`config.mk`:
```
export PLATFORM = sky130hd
export DESIGN_NAME = mem_copy_engine_flat
export DESIGN_NICKNAME = d
export VERILOG_FILES = /design/src/rtl/mem_copy_engine_if.sv /design/src/rtl/mem_copy_engine.sv /design/src/flat_wrapper.sv
export SDC_FILE = /design/constraint.sdc
export NUM_CORES = 1
export LEC_CHECK = 0
export BUFFER_PORTS_ARGS = -buffer_cell sky130_fd_sc_hd__clkbuf_2
export CAP_MARGIN = 0
export CORE_ASPECT_RATIO = 0.7
export CORE_MARGIN = 4
export CORE_UTILIZATION = 45
export CTS_CLUSTER_SIZE = 20
export DETAILED_ROUTE_END_ITERATION = 8
export PLACE_DENSITY = 0.68
export SLEW_MARGIN = 20
export SYNTH_ARGS = -nofsm -noshare
export SYNTH_HDL_FRONTEND = slang
export SYNTH_SLANG_ARGS = --single-unit
```
`constraint.sdc`:
```
create_clock -name clk -period 3.1 [get_ports clk]
set_input_delay 0.31 -clock clk [delete_from_list [all_inputs] [get_ports clk]]
set_output_delay 0.31 -clock clk [all_outputs]
set_load 0.01 [all_outputs]
```
`src/rtl/mem_copy_engine_if.sv`:
```
// Bus bundle between a memory copy engine and its host: copy request,
// byte-wide memory port and completion status.
interface mem_copy_engine_if #(
    parameter int WIDTH = 8
);
    logic             start;
    logic [WIDTH-1:0] src;
    logic [WIDTH-1:0] dst;
    logic [WIDTH-1:0] len;
    logic [WIDTH-1:0] memdata;
    logic             memread;
    logic             memwrite;
    logic [WIDTH-1:0] adr;
    logic [WIDTH-1:0] writedata;
    logic             busy;
    logic             done;
    logic [WIDTH-1:0] checksum;

    // Host side: issues requests and returns memory read data.
    modport master (
        output start, src, dst, len, memdata,
        input  memread, memwrite, adr, writedata, busy, done, checksum
    );

    modport slave (
        input  start, src, dst, len, memdata,
        output memread, memwrite, adr, writedata, busy, done, checksum
    );
endinterface

```
`src/rtl/mem_copy_engine.sv`:
```
// Byte-serial memory copy engine: alternates read and write cycles, copying
// forward from src to dst while accumulating a modular checksum of the bytes.
module mem_copy_engine #(
    parameter int WIDTH = 8
) (
    input  logic            clk,
    input  logic            rst,
    mem_copy_engine_if.slave bus
);

    typedef enum logic [1:0] {
        IDLE,
        READ,
        WRITE,
        DONE
    } state_e;

    state_e           state_q, state_d;
    logic [WIDTH-1:0] src_q, src_d;
    logic [WIDTH-1:0] dst_q, dst_d;
    logic [WIDTH-1:0] len_q, len_d;
    logic [WIDTH-1:0] idx_q, idx_d;
    logic [WIDTH-1:0] byteBuf_q, byteBuf_d;
    logic [WIDTH-1:0] checksum_q, checksum_d;

    always_ff @(posedge clk or posedge rst) begin
        if (rst) begin
            state_q    <= IDLE;
            src_q      <= '0;
            dst_q      <= '0;
            len_q      <= '0;
            idx_q      <= '0;
            byteBuf_q  <= '0;
            checksum_q <= '0;
        end else begin
            state_q    <= state_d;
            src_q      <= src_d;
            dst_q      <= dst_d;
            len_q      <= len_d;
            idx_q      <= idx_d;
            byteBuf_q  <= byteBuf_d;
            checksum_q <= checksum_d;
        end
    end

    // Bus outputs depend only on registered state, so reset clears them at once.
    always_comb begin
        state_d       = state_q;
        src_d         = src_q;
        dst_d         = dst_q;
        len_d         = len_q;
        idx_d         = idx_q;
        byteBuf_d     = byteBuf_q;
        checksum_d    = checksum_q;
        bus.memread   = 1'b0;
        bus.memwrite  = 1'b0;
        bus.adr       = '0;
        bus.writedata = '0;
        bus.done      = 1'b0;
        bus.busy      = (state_q != IDLE);
        bus.checksum  = checksum_q;

        case (state_q)
            IDLE: begin
                if (bus.start) begin
                    src_d      = bus.src;
                    dst_d      = bus.dst;
                    len_d      = bus.len;
                    idx_d      = '0;
                    checksum_d = '0;
                    state_d    = (bus.len != '0) ? READ : DONE;
                end
            end
            READ: begin
                bus.memread = 1'b1;
                bus.adr     = src_q + idx_q;
                byteBuf_d   = bus.memdata;
                checksum_d  = checksum_q + bus.memdata;
                state_d     = WRITE;
            end
            WRITE: begin
                bus.memwrite  = 1'b1;
                bus.adr       = dst_q + idx_q;
                bus.writedata = byteBuf_q;
                idx_d         = idx_q + 1'b1;
                state_d       = (idx_d == len_q) ? DONE : READ;
            end
            DONE: begin
                bus.done = 1'b1;
                state_d  = IDLE;
            end
            default: state_d = IDLE;
        endcase
    end

endmodule

```
`src/flat_wrapper.sv`:
```
// flat-port wrapper written by rule: the top's interface ports become plain ports
module mem_copy_engine_flat 
#(
    parameter int WIDTH = 8
)
  (clk, rst, bus_start, bus_src, bus_dst, bus_len, bus_memdata, bus_memread, bus_memwrite, bus_adr, bus_writedata, bus_busy, bus_done, bus_checksum);
  mem_copy_engine_if #(.WIDTH(WIDTH)) bus_i ();
  input  logic clk;
  input  logic rst;
  input wire logic [$bits(bus_i.start)-1:0] bus_start;
  input wire logic [$bits(bus_i.src)-1:0] bus_src;
  input wire logic [$bits(bus_i.dst)-1:0] bus_dst;
  input wire logic [$bits(bus_i.len)-1:0] bus_len;
  input wire logic [$bits(bus_i.memdata)-1:0] bus_memdata;
  output wire logic [$bits(bus_i.memread)-1:0] bus_memread;
  output wire logic [$bits(bus_i.memwrite)-1:0] bus_memwrite;
  output wire logic [$bits(bus_i.adr)-1:0] bus_adr;
  output wire logic [$bits(bus_i.writedata)-1:0] bus_writedata;
  output wire logic [$bits(bus_i.busy)-1:0] bus_busy;
  output wire logic [$bits(bus_i.done)-1:0] bus_done;
  output wire logic [$bits(bus_i.checksum)-1:0] bus_checksum;
  assign bus_i.start = bus_start;
  assign bus_i.src = bus_src;
  assign bus_i.dst = bus_dst;
  assign bus_i.len = bus_len;
  assign bus_i.memdata = bus_memdata;
  assign bus_memread = bus_i.memread;
  assign bus_memwrite = bus_i.memwrite;
  assign bus_adr = bus_i.adr;
  assign bus_writedata = bus_i.writedata;
  assign bus_busy = bus_i.busy;
  assign bus_done = bus_i.done;
  assign bus_checksum = bus_i.checksum;
  mem_copy_engine #(.WIDTH(WIDTH)) u_core (.clk(clk), .rst(rst), .bus(bus_i));
endmodule
```
==> results of run 1 <==
[sequential cells by signal, summed over array words and instances (netlist names)]
signal	flops
u_core.src_q	8
u_core.byteBuf_q	8
u_core.len_q	8
u_core.state_q	2
u_core.idx_q	8
u_core.bus.checksum	8
u_core.dst_q	8
[cells in the final DEF, fill, tap and decap left out, types with 3 or more instances in the layout]
master and instances:
mux2_2 40, clkbuf_8 5, a32o_1 3, mux2i_1 6
a21oi_1 8, and3_1 5, xnor2_1 10, a21o_1 3
nor2b_1 5, xor2_1 7, clkbuf_2 61, ha_1 18
a22o_1 5, nor2_1 11, dfrtp_1 50, nand2_1 17
o21ai_1 3, and2_1 10, nand3_1 3, inv_1 10
o21ai_0 15, o211ai_1 4, nor3b_1 6, nor3_1 3
buf_4 3
[worst max-delay path, stage by stage, from the launching register on]
cell      delay, ns
dfrtp_1        0.43
inv_2          0.11
ha_4           0.18
mux2_2         0.34
ha_1           0.19
inv_1          0.07
fa_2           0.20
nor2b_1        0.06
o21ai_1        0.19
a21boi_2       0.10
or3_1          0.31
nand3_1        0.08
buf_2          0.13
[logic make-up after synthesis]
family	count (synthesis)	synth area share
AND/OR/NAND/NOR	72	0.127
AO/OA/AOI/OAI	57	0.127
flip-flops	50	0.404
multiplexers	46	0.165
buffers and inverters	24	0.0392
adder cells (fa/ha/maj)	21	0.0897
XOR/XNOR	17	0.0481
[worst min-delay path by stage]
stage,startpoint,end,slack (ns),cells after the start
floorplan,bus_len[3],u_core.len_q[3],0.46,1
global placement,u_core.byteBuf_q[4],u_core.byteBuf_q[4],0.48,1
detailed placement,u_core.byteBuf_q[6],u_core.byteBuf_q[6],0.49,1
CTS,bus_dst[4],u_core.dst_q[4],0.22,2
global route,rst,u_core.bus.checksum[6],0.20,2
finish,rst,u_core.dst_q[7],0.13,2
[cell usage after synthesis (4+ instances only)]
library cell | n | area, um^2
and2_1 | 10 | 62.6
a21oi_1 | 9 | 45.0
and3_1 | 5 | 31.3
mux2i_1 | 6 | 60.1
nor2b_1 | 5 | 31.3
o211ai_1 | 4 | 30.0
a22o_1 | 5 | 43.8
xor2_1 | 7 | 61.3
inv_1 | 12 | 45.0
nor2_1 | 11 | 41.3
ha_1 | 19 | 238
buf_2 | 4 | 20.0
o21ai_0 | 15 | 75.1
nor3b_1 | 6 | 45.0
dfrtp_1 | 50 | 1250
nand2_1 | 17 | 63.8
xnor2_1 | 10 | 87.6
mux2_2 | 40 | 450
[cell type report]
class                           instances  area [um^2]  share of cell area
Clock inverter                          3         48.8              0.0135
Clock buffer                            5         68.8              0.0190
Inverter                               12         46.3              0.0128
Tap cell                               91          114              0.0315
Multi-Input combinational cell        213         1750               0.483
Timing Repair Buffer                   66          344              0.0951
Sequential cell                        50         1250               0.346
[routing by layer]
layer,vias up,share of wire
li1,1144,-
met1,1113,0.51
met2,71,0.42
met3,8,0.058
met4,0,0.0089
met5,-,0
[power groups by stage]
| stage | Sequential (mW) | Combinational, mW | Clock [mW] |
|---|---|---|---|
| 6_report | 1.18 | 2.00 | 0.487 |
| 5_1_grt | 1.21 | 2.23 | 0.529 |
| 4_1_cts | 1.17 | 1.98 | 0.498 |
| 3_5_place_dp | 1.18 | 1.95 | 0 |
| 3_3_place_gp | 1.18 | 1.91 | 0 |
| 2_1_floorplan | 1.11 | 1.46 | 0 |
[timing repair]
action	4_1_cts	5_1_grt
gates resized for setup	4	5
cloned	0	0
setup buffers	0	3
endpoints found under the setup margin	3	3
pin swaps	0	3
[per-stage QoR]
step           instances  worst slack, ns  hold slack [ns]  total power [mW]
2_1_floorplan        287           0.0492            0.461              2.57
3_3_place_gp         429            0.333            0.482              3.09
3_5_place_dp         429            0.237            0.488              3.14
4_1_cts              437           0.0273            0.221              3.65
5_1_grt              440         0.000533            0.199              3.97
6_report             440            0.113            0.130              3.67
==> metrics.txt, run 1 <==
outcome complete, no violations; clk slew on worst S/H paths 0.10 ns; Least-Margin Pin Slew 1.05 ns; Worst Setup SP u_core.state_q[0]; required time worst endpoint 2.79 ns; cts hold-fix bufs 0; Fmax achieved 0.335 GHz; CTS tree yes; met1 usage 0.274; setup TNS 0 ns; syn avg cell area 10.8 um^2; synthesized area 3100 um^2; PwrDens 1010 nW/um^2; DR iter-0 viols 129; Pleak 1.71 nW; DR DRC count 0; GP Congestion 0.845; vias 2336; core area 6460 um^2; post-synthesis sequential area ratio 0.404; syn_nets 343; Logic pwr share 0.546; Clock Path Buffers 2; Setup crit start kind flop; initial antenna violation count 0; worst skew pair latency 0.31 ns; ys flop type dfrtp_1; final core occ 0.561; Die Ht 77.4 um; CP Max Fanout 5; RR Startpoint u_core.state_q[0]; post-synth cell types 49; Sequential Power Share 0.321; DRT antenna net count 0; largest net degree at the start of global routing 51; area of placed instances 3450 um^2; io pins 63; met3 usage 0.0373; Yosys reg bits 50; die area 8290 um^2; post-layout min period 2.99 ns; met2 Use GR 0.257; setup violators final 0; Min-Delay Path Class in2async; GR peak layer met1; GRT Resource Usage Total 0.178; share of total power in the clock network 0.133; cts bufs inserted 5; NumNets Final 404; final instance area 3620 um^2; drt first pass iters 6; Pins Over Slew Limit 0; max-cap check violation count 0; Reg-to-Reg End u_core.len_q[1]; area growth from synthesis to layout 16.9%; share of cells above drive strength 1 0.370; Setup CP Type reg2out; Core Rows 24; number of synthesized flops with an enable pin 0; Final HPWL DP 5450 um; DIE WIDTH 107 um; RSZ-0062 raised after global routing false; IO buf count 62; maximum vdd drop 0.393 mV; Layout fillers 581; Worst Setup End Kind output pin; total clock sinks 50; yosys warns 0; global-route wire length before repair 11800 um; total congestion overflow 0; H-tree levels 2; Final period util 0.964; Power Internal 2.16 mW; Hold Violations, Final 0; Slew HR 0.298; R2R setup slack 0.83 ns; CTS root buf clkbuf_8; DR WL/cell 16.1 um; Initial Util 0.480; DR vias/cell 5.31; Detailed Route WL 7090 um; Net Switching 1.51 mW; clk_skew 0.00664 ns; Post-synth ARST share 1.00; Critical Path AT 2.68 ns; Cells after Synth 287; Setup crit end bus_adr[6]; Reg2Reg Depth 5; Sw Ratio 0.411; Antenna Cells 0; vias in the first global route 2314
Power figures use the tool's default switching activity.
==> run 2, diff against run 1 <==
--- a/config.mk
+++ b/config.mk
@@ -6,7 +6,7 @@
 export NUM_CORES = 1
 export LEC_CHECK = 0
 export BUFFER_PORTS_ARGS = -buffer_cell sky130_fd_sc_hd__clkbuf_2
-export CAP_MARGIN = 0
+export CAP_MARGIN = 20
 export CORE_ASPECT_RATIO = 0.7
 export CORE_MARGIN = 4
 export CORE_UTILIZATION = 45
==> constraint.sdc (replaced) <==
create_clock -name clk -period 3.55 [get_ports clk]
set_input_delay 0.355 -clock clk [delete_from_list [all_inputs] [get_ports clk]]
set_output_delay 0.355 -clock clk [all_outputs]
set_load 0.01 [all_outputs]
==> run 2 against run 1 <==
Against the previous run:
- sequential share of layout area rose by 0.67 points
- combinational power fell by 15%
- clock skew rose by 0.0082 ns
- total power fell by 16%
- design area fell by 1.9%
- clock power fell by 25%
- critical path type unchanged
==> metrics.txt, run 2 (synthesis gave the netlist of run 1 again) <==
cts hold-fix bufs 0; Fmax achieved 0.303 GHz; setup TNS 0 ns; share of total power in the clock network 0.118; Critical Path AT 2.94 ns; GRT Resource Usage Total 0.177; Final period util 0.929; Core Rows 24; share of cells above drive strength 1 0.350; Least-Margin Pin Slew 0.983 ns; most frequent cells in the layout 62 x clkbuf_2, 50 x dfrtp_1, 40 x mux2_2; R2R setup slack 1.39 ns; Reg2Reg Depth 6; setup violators final 0; Setup CP Type reg2out; Logic pwr share 0.549; CP Max Fanout 24; final instance area 3550 um^2; max-cap check violation count 0; cts bufs inserted 5; RSZ-0062 raised after global routing false; GP Congestion 0.839; Hold Violations, Final 0; vias in the first global route 2286; DIE WIDTH 107 um; post-layout min period 3.30 ns; DR WL/cell 16.2 um; post-layout power 3.10 mW; Final HPWL DP 5450 um; clk slew on worst S/H paths 0.11 ns; Worst Setup End Kind output pin; Placed Cells 429; clk_skew 0.0148 ns; area of placed instances 3450 um^2; CP max stage cell dfrtp_1; Final Non-Filler Cells 437; maximum vdd drop 0.319 mV; Sequential Power Share 0.333; Slew HR 0.343; vias 2333; drt first pass iters 4; WP depth 10; CTS root buf clkbuf_8; core area 6460 um^2; DRT antenna net count 0; Worst Path Buf+Inv 3; Setup crit start kind flop; DR iter-0 viols 105; CTS tree yes; Clock Path Buffers 2; worst skew pair latency 0.31 ns; NumNets Final 401; RR Startpoint u_core.state_q[0]; largest net degree at the start of global routing 51; Detailed Route WL 7100 um; Setup Fix Bufs, Post-CTS 0; io pins 63; Hold WS 0.171 ns; DR vias/cell 5.34; Max stage delay on crit path 0.43 ns; initial antenna violation count 0; Reg-to-Reg End u_core.bus.checksum[6]; Net Switching 1.32 mW; total clock sinks 50; commonest non-fill, non-tap cell in the layout clkbuf_2; PwrDens 872 nW/um^2; area growth from synthesis to layout 14.7%; total congestion overflow 0; Pins Over Slew Limit 0; CTS resizes 0; DR DRC count 0; outcome complete, no violations; die area 8290 um^2; Pleak 1.68 nW; H-tree levels 2; IO buf count 62; required time worst endpoint 3.19 ns; Sw Ratio 0.425; Initial Util 0.480; Min-Delay Path Class in2async; Power Internal 1.78 mW; Die Ht 77.4 um; Antenna Cells 0; Top delay family on crit path adder cells; global-route wire length before repair 11600 um; crit-path cells inv_1 > ha_1 > buf_4 > mux2_2 > ha_1 > o21a_1 > a21oi_1 > a21oi_1 > mux2i_1 > clkbuf_2
[run 2: cell type report]
class                   instances  area (um^2)
clock inverters                 3         28.8
well taps                      91          114
inverters                      12         46.3
flip-flops and latches         50         1250
multi-input cells             213         1720
repair buffers                 63          318
clock buffers                   5         68.8
fillers                       600         2910
[run 2: routing by layer]
metal,global-route usage,vias to the layer above,share of wire
li1,-,1138,-
met5,0,-,0
met1,0.282,1126,0.51
met4,0.0473,0,0.011
met3,0.0299,6,0.067
met2,0.247,63,0.41
[run 2: power by group through the flow]
stage          clock network [mW]  logic, mW  registers [mW]
2_1_floorplan                   0       1.28           0.969
3_3_place_gp                    0       1.67            1.03
3_5_place_dp                    0       1.70            1.04
4_1_cts                     0.373       1.72            1.02
5_1_grt                     0.399       1.89            1.05
6_report                    0.365       1.70            1.03
[run 2: how the worst max path moves through the flow]
stage | slack (ns) | endpoint | start
floorplan | 0.45 | bus_adr[6] | u_core.state_q[0]
global placement | 0.72 | bus_adr[7] | u_core.state_q[0]
detailed placement | 0.61 | bus_adr[7] | u_core.state_q[0]
CTS | 0.24 | bus_adr[7] | u_core.state_q[0]
global route | 0.04 | bus_adr[7] | u_core.state_q[0]
finish | 0.25 | bus_adr[7] | u_core.state_q[0]
[run 2: worst register-to-register path, cell delays in order (launching register included)]
cell and delay (ns):
dfrtp_1 0.41, inv_1 0.09, ha_1 0.30, nand2b_1 0.42, o21ai_1 0.41, a211oi_1 0.34, nand2_1 0.08
[run 2: metrics by stage]
| step | setup WS [ns] | util |
|---|---|---|
| after global placement | 0.722 | 0.535 |
| after CTS | 0.242 | 0.550 |
| after global routing | 0.0384 | 0.550 |
| final | 0.252 | 0.550 |
| after floorplan | 0.454 | - |
| after detailed placement | 0.614 | 0.535 |
